File: config.mk
export PLATFORM = sky130hd
export DESIGN_NAME = cordic_tdm_sched
export DESIGN_NICKNAME = d
export VERILOG_FILES = /design/src/rtl/cordic_tdm_sched.sv
export SDC_FILE = /design/constraint.sdc
export NUM_CORES = 1
export LEC_CHECK = 0
export CAP_MARGIN = 10
export CORE_AREA = 2 2 160 162
export DETAILED_ROUTE_END_ITERATION = 10
export DIE_AREA = 0 0 162 164
export PLACE_DENSITY = 0.87
export SLEW_MARGIN = 10
export SYNTH_ARGS = -nofsm -noshare
export SYNTH_HDL_FRONTEND = slang
export SYNTH_SLANG_ARGS = --single-unit
export TNS_END_PERCENT = 5
File: constraint.sdc
create_clock -name i_clk -period 30.8 [get_ports i_clk]
set_input_delay 6.16 -clock i_clk [delete_from_list [all_inputs] [get_ports i_clk]]
set_output_delay 6.16 -clock i_clk [all_outputs]
set_load 0.1 [all_outputs]
File: src/rtl/cordic_tdm_sched.sv
// Round-robin scheduler sharing one pipelined CORDIC across NCH NCO channels.
// Per-channel phase state lives in cordic_tdm_sched_ch; a tag pipe steers results back.

module cordic_tdm_sched_ch #(
  parameter int PW = 20
) (
  input  logic          i_clk,
  input  logic          i_reset,
  input  logic          i_adv,
  input  logic          i_we,
  input  logic          i_clr,
  input  logic [PW-1:0] i_fcw,
  output logic [PW-1:0] o_acc
);
  logic [PW-1:0] acc_q, acc_d, fcw_q, fcw_d;

  // Clear beats a same-cycle accumulate; the accumulate itself uses the old fcw.
  always_comb begin
    acc_d = acc_q;
    fcw_d = fcw_q;
    if (i_adv) acc_d = acc_q + fcw_q;
    if (i_we) begin
      fcw_d = i_fcw;
      if (i_clr) acc_d = '0;
    end
  end

  always_ff @(posedge i_clk or posedge i_reset) begin
    if (i_reset) begin
      acc_q <= '0;
      fcw_q <= '0;
    end else begin
      acc_q <= acc_d;
      fcw_q <= fcw_d;
    end
  end

  assign o_acc = acc_q;
endmodule

module cordic_tdm_sched #(
  parameter int NCH = 4,
  parameter int CHW = 2,
  parameter int IW  = 13,
  parameter int OW  = 13,
  parameter int PW  = 20,
  parameter int LAT = 18
) (
  input  logic                 i_clk,
  input  logic                 i_reset,
  input  logic                 i_ce,
  input  logic                 i_cfg_we,
  input  logic [CHW-1:0]       i_cfg_ch,
  input  logic [PW-1:0]        i_cfg_fcw,
  input  logic                 i_cfg_clr,
  input  logic [NCH-1:0]       i_ch_en,
  input  logic [IW-1:0]        i_amp,
  output logic                 o_cor_ce,
  output logic [IW-1:0]        o_cor_x,
  output logic [IW-1:0]        o_cor_y,
  output logic [PW-1:0]        o_cor_phase,
  output logic                 o_cor_aux,
  input  logic [OW-1:0]        i_cor_x,
  input  logic [OW-1:0]        i_cor_y,
  input  logic                 i_cor_aux,
  output logic                 o_valid,
  output logic [CHW-1:0]       o_ch,
  output logic [OW-1:0]        o_xval,
  output logic [OW-1:0]        o_yval,
  output logic                 o_err
);
  logic [CHW-1:0]           slot_q, slot_d;
  logic [NCH-1:0][PW-1:0]   acc;
  logic [PW-1:0]            phase_q, phase_d;
  logic [IW-1:0]            x_q, x_d;
  logic                     aux_q, aux_d;
  logic [LAT:0]             vld_pipe_q, vld_pipe_d;
  logic [LAT:0][CHW-1:0]    ch_pipe_q, ch_pipe_d;
  logic                     valid_q, valid_d, err_q, err_d;
  logic [CHW-1:0]           ch_q, ch_d;
  logic [OW-1:0]            xval_q, xval_d, yval_q, yval_d;

  for (genvar g = 0; g < NCH; g++) begin : g_ch
    cordic_tdm_sched_ch #(.PW(PW)) u_ch (
      .i_clk   (i_clk),
      .i_reset (i_reset),
      .i_adv   (i_ce && i_ch_en[g] && (slot_q == CHW'(g))),
      .i_we    (i_cfg_we && (i_cfg_ch == CHW'(g))),
      .i_clr   (i_cfg_clr),
      .i_fcw   (i_cfg_fcw),
      .o_acc   (acc[g])
    );
  end

  always_comb begin
    slot_d     = slot_q;
    phase_d    = phase_q;
    x_d        = x_q;
    aux_d      = aux_q;
    vld_pipe_d = vld_pipe_q;
    ch_pipe_d  = ch_pipe_q;
    valid_d    = 1'b0;
    ch_d       = ch_q;
    xval_d     = xval_q;
    yval_d     = yval_q;
    err_d      = err_q;
    if (i_ce) begin
      slot_d     = slot_q + CHW'(1);
      phase_d    = acc[slot_q];
      x_d        = i_amp;
      aux_d      = i_ch_en[slot_q];
      vld_pipe_d = {vld_pipe_q[LAT-1:0], i_ch_en[slot_q]};
      ch_pipe_d  = {ch_pipe_q[LAT-1:0], slot_q};
      // Tail of the tag pipe lines up with the CORDIC output this cycle.
      if (vld_pipe_q[LAT]) begin
        valid_d = 1'b1;
        ch_d    = ch_pipe_q[LAT];
        xval_d  = i_cor_x;
        yval_d  = i_cor_y;
      end
      if (vld_pipe_q[LAT] != i_cor_aux) err_d = 1'b1;
    end
  end

  always_ff @(posedge i_clk or posedge i_reset) begin
    if (i_reset) begin
      slot_q     <= '0;
      phase_q    <= '0;
      x_q        <= '0;
      aux_q      <= 1'b0;
      vld_pipe_q <= '0;
      ch_pipe_q  <= '0;
      valid_q    <= 1'b0;
      ch_q       <= '0;
      xval_q     <= '0;
      yval_q     <= '0;
      err_q      <= 1'b0;
    end else begin
      slot_q     <= slot_d;
      phase_q    <= phase_d;
      x_q        <= x_d;
      aux_q      <= aux_d;
      vld_pipe_q <= vld_pipe_d;
      ch_pipe_q  <= ch_pipe_d;
      valid_q    <= valid_d;
      ch_q       <= ch_d;
      xval_q     <= xval_d;
      yval_q     <= yval_d;
      err_q      <= err_d;
    end
  end

  assign o_cor_ce    = i_ce;
  assign o_cor_x     = x_q;
  assign o_cor_y     = '0;
  assign o_cor_phase = phase_q;
  assign o_cor_aux   = aux_q;
  assign o_valid     = valid_q;
  assign o_ch        = ch_q;
  assign o_xval      = xval_q;
  assign o_yval      = yval_q;
  assign o_err       = err_q;
endmodule

==> results of run 1 <==
## area by class of cell
class | count | area (sq um)
Multi-Input combinational cell | 954 | 7501
Fill cell | 1659 | 7288
Sequential cell | 282 | 7057
Timing Repair Buffer | 146 | 1439
Clock buffer | 37 | 807.0
Tap cell | 330 | 412.9
Clock inverter | 19 | 265.3
Inverter | 11 | 48.80
## routing by layer
layer  share of wire [%]  up-vias  track usage, %
li1                    -     4972               -
met1                  39     5397           34.02
met2                  50      418           48.30
met3                 7.1       99           3.838
met4                 3.5        0           10.54
met5                   0        -               0
## sequential cells by signal, indices dropped and copies added (netlist names)
| register | flops |
|---|---|
| o_err | 1 |
| vld_pipe_q | 19 |
| o_valid | 1 |
| o_ch | 2 |
| o_cor_x | 13 |
| g_ch.u_ch.fcw_q | 80 |
| g_ch.u_ch.o_acc | 80 |
| ch_pipe_q | 38 |
| o_cor_phase | 20 |
| slot_q | 2 |
| o_xval | 13 |
| o_yval | 13 |
## per-stage QoR
stage / instance area (sq um) / power [mW] / instances / utilization [%]
floorplan: 14940 / 1.330 / 1321 / -
global placement: 16440 / 1.516 / 1722 / 66.25
detailed placement: 16440 / 1.550 / 1722 / 66.25
CTS: 17520 / 1.953 / 1778 / 70.57
global route: 17530 / 2.059 / 1779 / 70.63
finish: 17530 / 1.958 / 1779 / 70.63
## how the worst max path moves through the flow
| stage | slack (ns) | start | cells after the start | to |
|---|---|---|---|---|
| 2_1_floorplan | 16.86 | i_reset | 1 | ch_pipe_q[0]$_DFFE_PP0P_ |
| 3_3_place_gp | 16.83 | i_ce | 2 | o_cor_ce |
| 3_5_place_dp | 16.81 | i_ce | 2 | o_cor_ce |
| 4_1_cts | 16.81 | i_ce | 2 | o_cor_ce |
| 5_1_grt | 16.78 | i_ce | 2 | o_cor_ce |
| 6_report | 16.81 | i_ce | 2 | o_cor_ce |
## cell usage in the layout, fill, tap and decap left out, types with 5 or more instances in the layout
cell type,instances
clkinv_2,7
nor2_1,58
mux4_2,21
o21ai_0,60
a21oi_1,100
and3_1,16
dfrtp_1,282
xnor2_1,28
o31ai_1,5
a21o_1,33
nand2b_1,5
o21a_1,11
clkdlybuf4s50_1,134
or3_1,5
a31oi_1,15
xor2_1,28
o21bai_1,10
o21ai_1,9
inv_1,10
conb_1,13
a211oi_1,29
mux2_2,198
buf_4,11
nor3_1,14
nand3_1,29
nand4_1,10
nand2_1,122
ha_1,80
clkbuf_16,30
bufinv_16,5
## cells by family (layout without fill, tap and decap cells)
| family | after synthesis | count (layout) | share of synthesized area [%] |
|---|---|---|---|
| mux | 221 | 221 | 18.28 |
| flops | 282 | 282 | 47.39 |
| fa+ha+maj | 84 | 84 | 7.260 |
| other cells | 1 | 13 | 0.02518 |
| compound gates | 304 | 304 | 12.88 |
| xor+xnor | 56 | 56 | 3.294 |
| buf+inv | 85 | 213 | 2.571 |
| simple gates | 276 | 276 | 8.294 |
## synthesized netlist by cell type, types with 4 or more instances
master	instances
or3_1	5
o31ai_1	5
mux2_2	198
dfrtp_1	282
xnor2_1	28
nand2b_1	5
nor3_1	14
and3_1	16
a21o_1	33
nand2_1	122
o21a_1	11
ha_1	80
a211oi_1	29
xor2_1	28
buf_2	9
a21oi_1	100
nor2_1	58
mux4_2	21
nand4_1	10
o21ai_1	9
clkbuf_1	41
o21bai_1	10
buf_1	10
o21ai_0	60
nor2b_1	4
inv_1	11
fa_1	4
a31oi_1	15
buf_4	14
nand3_1	29
## power breakdown
| group | total [mW] | switching [mW] | internal, mW |
|---|---|---|---|
| combinational | 0.964 | 0.600 | 0.364 |
| sequential | 0.608 | 0.105 | 0.503 |
| clock | 0.387 | 0.157 | 0.230 |
==> impl_metrics.json, run 1 <==
{
  "die_w_microns": 162,
  "fin_crit_ns": 13.99,
  "grt_start_max_net_pins": 149,
  "holdWs_ns": 0.4780,
  "p_per_area_mw_per_mm2": 111.7,
  "leakagePower_nw": 7.759,
  "dr.pass1.iters": 7,
  "finalHoldViolations": 0,
  "rsz0062_at_grt": "no",
  "clock_path_buffers": 3,
  "crit_type": "input pin to output port",
  "synth_top_area_share_pct": 47.39,
  "synth_seq_area_share_pct": 47.39,
  "synth_async_sr_flop_share_pct": 100.0,
  "synthTopCellsByArea": "dfrtp_1, mux2_2, ha_1, a21oi_1, mux4_2",
  "num_antenna_cells": 0,
  "ios": 149,
  "slowest_stage": "clkdlybuf4s50_1",
  "grt-ovfl-total": 0,
  "cts_hold_buf": 0,
  "start_util_pct": 60.00,
  "worstPathArrival_ns": 7.83,
  "cap_violations": 0,
  "cts_resized": 0,
  "drt_wl_total_mm": 36.38,
  "grt_pass1_wl_mm": 57.64,
  "whs_endpoint": "o_err$_DFFE_PP0P_",
  "place_hpwl_mm": 25.28,
  "max_stage_delay_ns": 1.25,
  "dr_total_vias": 10886,
  "ir_drop_uv": 98.34,
  "cp-end-kind": "output port",
  "dieArea_sq_mm": 0.02657,
  "rows": 58,
  "synthDistinctLibCells": 59,
  "path_buf_inv": 2,
  "cp_cell_sequence": "buf_4 -> clkdlybuf4s50_1",
  "via_per_inst": 6.119,
  "die_h_microns": 164,
  "max_slew_margin_pct": 13.80,
  "portBuffers": 135,
  "postSynthAreaPerCell_sq_um": 11.38,
  "coreArea_sq_mm": 0.02482,
  "synth-edff-count": 0,
  "worstRegToRegCells": 10,
  "place_ws_ns": 16.81,
  "holdPathStages": 1,
  "gp_congestion": 0.9679,
  "setup_violations": 0,
  "h-tree-depth": 1,
  "setup_tns_ns": 0,
  "post_drt_wl_per_cell_microns": 20.45,
  "r2r-end": "g_ch[2].u_ch.o_acc[18]$_DFF_PP0_",
  "yosysWarnings": 0,
  "clock_skew_ns": 0.02534,
  "ant_nets": 0,
  "hold_path.class": "flop to flop",
  "cts_buffers": 30,
  "path_clk_slew_ns": 0.06,
  "critPathRequiredTime_ns": 24.64,
  "worst_slack_ns": 16.81,
  "syn_to_final_growth_pct": 17.73,
  "reg2reg_slack_ns": 27.81,
  "cts_num_sinks": 282,
  "track_usage_pct": 27.25,
  "critPathMaxFanout": 42,
  "drc_errors": 0,
  "postSynthCellCount": 1309,
  "nNetsFinal": 1580,
  "synth_top_flop_cell": "dfrtp_1",
  "tightest_slew_ns": 1.288,
  "cpLargestDelayFamily": "buffers and inverters",
  "drive_gt1_share_pct": 20.77,
  "max_freq_mhz": 71.46,
  "insertion_delay_ns": 0.58,
  "status": "finished clean",
  "reg2reg_from": "g_ch[2].u_ch.o_acc[0]$_DFF_PP0_",
  "min-delay-start": "o_err$_DFFE_PP0P_",
  "cts_setup_buffers": 0,
  "first_global_vias": 11200,
  "antenna_found_initial": 0,
  "start_kind": "input pin",
  "drtIter0Drc": 803,
  "maxSlewViolCount": 0,
  "root_buffer": "clkbuf_16",
  "finalCritPeriodShare_pct": 45.44,
  "netlist_area_sq_mm": 0.01489,
  "synth_seq_cells": 282,
  "synth_area_leader_cell": "dfrtp_1",
  "cts_tree": "done"
}
No activity file was read; power rests on OpenSTA's default activity.
==> inputs of run 2 (changes only) <==
--- a/config.mk
+++ b/config.mk
@@ -6,10 +6,10 @@
 export NUM_CORES = 1
 export LEC_CHECK = 0
 export CAP_MARGIN = 10
-export CORE_AREA = 2 2 160 162
+export CORE_AREA = 2 2 173 175
 export DETAILED_ROUTE_END_ITERATION = 10
-export DIE_AREA = 0 0 162 164
-export PLACE_DENSITY = 0.87
+export DIE_AREA = 0 0 175 177
+export PLACE_DENSITY = 0.8
 export SLEW_MARGIN = 10
 export SYNTH_ARGS = -nofsm -noshare
 export SYNTH_HDL_FRONTEND = slang
==> constraint.sdc (replaced) <==
create_clock -name i_clk -period 12 [get_ports i_clk]
set_input_delay 2.4 -clock i_clk [delete_from_list [all_inputs] [get_ports i_clk]]
set_output_delay 2.4 -clock i_clk [all_outputs]
set_load 0.1 [all_outputs]
==> impl_metrics.json, run 2 (synthesis gave the netlist of run 1 again) <==
{
  "cp_cell_sequence": "buf_4 -> clkdlybuf4s50_1",
  "multi_input_comb_area_sq_mm": 0.007501,
  "drt_wl_total_mm": 33.79,
  "root_buffer": "clkbuf_16",
  "holdPathStages": 1,
  "h-tree-depth": 1,
  "post_drt_wl_per_cell_microns": 18.44,
  "max_slew_margin_pct": 21.02,
  "cts_resized": 0,
  "first_global_vias": 10710,
  "worstPathArrival_ns": 4.05,
  "cp-end-kind": "output port",
  "start_util_pct": 50.92,
  "via_per_inst": 5.837,
  "cap_violations": 0,
  "rsz0062_at_grt": "no",
  "pwr-share-seq_pct": 31.9,
  "setup_tns_ns": 0,
  "fin_crit_ns": 6.448,
  "swShare_pct": 43.48,
  "finalHoldViolations": 0,
  "whs_endpoint": "o_err$_DFFE_PP0P_",
  "place_area_sq_mm": 0.01651,
  "min-delay-start": "o_err$_DFFE_PP0P_",
  "cts_setup_buffers": 0,
  "pwr-share-clk_pct": 18.6,
  "critPathMaxFanout": 35,
  "path_clk_slew_ns": 0.06,
  "cts_buffers": 30,
  "worstRegToRegCells": 10,
  "ir_drop_uv": 148.1,
  "internal_power_mw": 2.762,
  "track_usage_pct": 21.89,
  "cts_hold_buf": 0,
  "finalInstanceArea_sq_mm": 0.01748,
  "cpLargestDelayFamily": "buffers and inverters",
  "die_w_microns": 175,
  "portBuffers": 135,
  "grt_start_max_net_pins": 112,
  "drive_gt1_share_pct": 20.04,
  "r2r-end": "g_ch[2].u_ch.o_acc[18]$_DFF_PP0_",
  "dr.pass1.iters": 6,
  "dieArea_sq_mm": 0.03098,
  "grt-ovfl-total": 0,
  "dr_total_vias": 10694,
  "leakagePower_nw": 7.698,
  "die_h_microns": 177,
  "antenna_found_initial": 0,
  "fill_cells": 2332,
  "nNetsFinal": 1578,
  "finalCritPeriodShare_pct": 53.73,
  "cts_num_sinks": 282,
  "holdWs_ns": 0.4740,
  "gp_congestion": 0.9948,
  "slowest_stage": "clkdlybuf4s50_1",
  "max_freq_mhz": 155.1,
  "clock_path_buffers": 3,
  "num_antenna_cells": 0,
  "max_stage_delay_ns": 1.23,
  "place_hpwl_mm": 24.53,
  "p_comb_share_pct": 49.5,
  "p_per_area_mw_per_mm2": 279.6,
  "setup_violations": 0,
  "hold_path.class": "flop to flop",
  "insertion_delay_ns": 0.56,
  "drc_errors": 0,
  "regArea_sq_mm": 0.007057,
  "reg2reg_from": "g_ch[2].u_ch.o_acc[0]$_DFF_PP0_",
  "critPathRequiredTime_ns": 9.60,
  "tightest_slew_ns": 1.181,
  "syn_to_final_growth_pct": 17.37,
  "status": "finished clean",
  "ios": 149,
  "final_cell_mix": "dfrtp_1, mux2_2, clkdlybuf4s50_1",
  "clock_skew_ns": 0.01581,
  "maxSlewViolCount": 0,
  "drtIter0Drc": 834,
  "reg2reg_slack_ns": 9.07,
  "grt_pass1_wl_mm": 54.66,
  "ant_nets": 0,
  "final_common_cell": "dfrtp_1",
  "crit_type": "input pin to output port",
  "cts_tree": "done",
  "rows": 63,
  "coreArea_sq_mm": 0.02924,
  "start_kind": "input pin",
  "path_buf_inv": 2,
  "p_switching_mw": 2.125
}
[run 2: power groups by stage]
| stage | registers (mW) | logic, mW | clock network (mW) |
|---|---|---|---|
| after global placement | 1.55 | 2.34 | 0 |
| final | 1.56 | 2.42 | 0.910 |
| after global routing | 1.60 | 2.61 | 0.970 |
| after detailed placement | 1.57 | 2.39 | 0 |
| after floorplan | 2.06 | 1.36 | 0 |
| after CTS | 1.56 | 2.41 | 0.926 |
[run 2: how the worst max path moves through the flow]
stage / startpoint / endpoint / slack, ns / cells past startpoint
final: i_ce / o_cor_ce / 5.55 / 2
after global routing: i_ce / o_cor_ce / 5.48 / 2
after CTS: i_ce / o_cor_ce / 5.53 / 2
after detailed placement: i_ce / o_cor_ce / 5.53 / 2
after global placement: i_ce / o_cor_ce / 5.53 / 2
after floorplan: i_reset / ch_pipe_q[0]$_DFFE_PP0P_ / 1.82 / 1
[run 2: per-stage QoR]
step | util (%) | cells | total power [mW] | setup WS, ns
finish | 59.76 | 1832 | 4.887 | 5.552
global route | 59.76 | 1832 | 5.183 | 5.483
CTS | 59.75 | 1832 | 4.893 | 5.532
detailed placement | 56.46 | 1781 | 3.963 | 5.528
global placement | 56.46 | 1781 | 3.886 | 5.533
floorplan | - | 1321 | 3.414 | 1.821
[run 2: area by class of cell]
type	count	area share, %
multi-input cells	954	42.92
flip-flops and latches	282	40.38
repair buffers	144	8.126
clock buffers	45	5.026
well taps	390	2.792
clock inverters	6	0.4797
inverters	11	0.2792
[run 2: per-layer routing]
metal / routed length, microns / share of wire (%) / vias to the layer above / GRT usage [%]
li1: - / - / 4980 / -
met1: 14430 / 43 / 5232 / 29.33
met2: 16250 / 48 / 412 / 37.65
met3: 2260 / 6.7 / 70 / 3.114
met4: 846 / 2.5 / 0 / 5.660
met5: 0 / 0 / - / 0
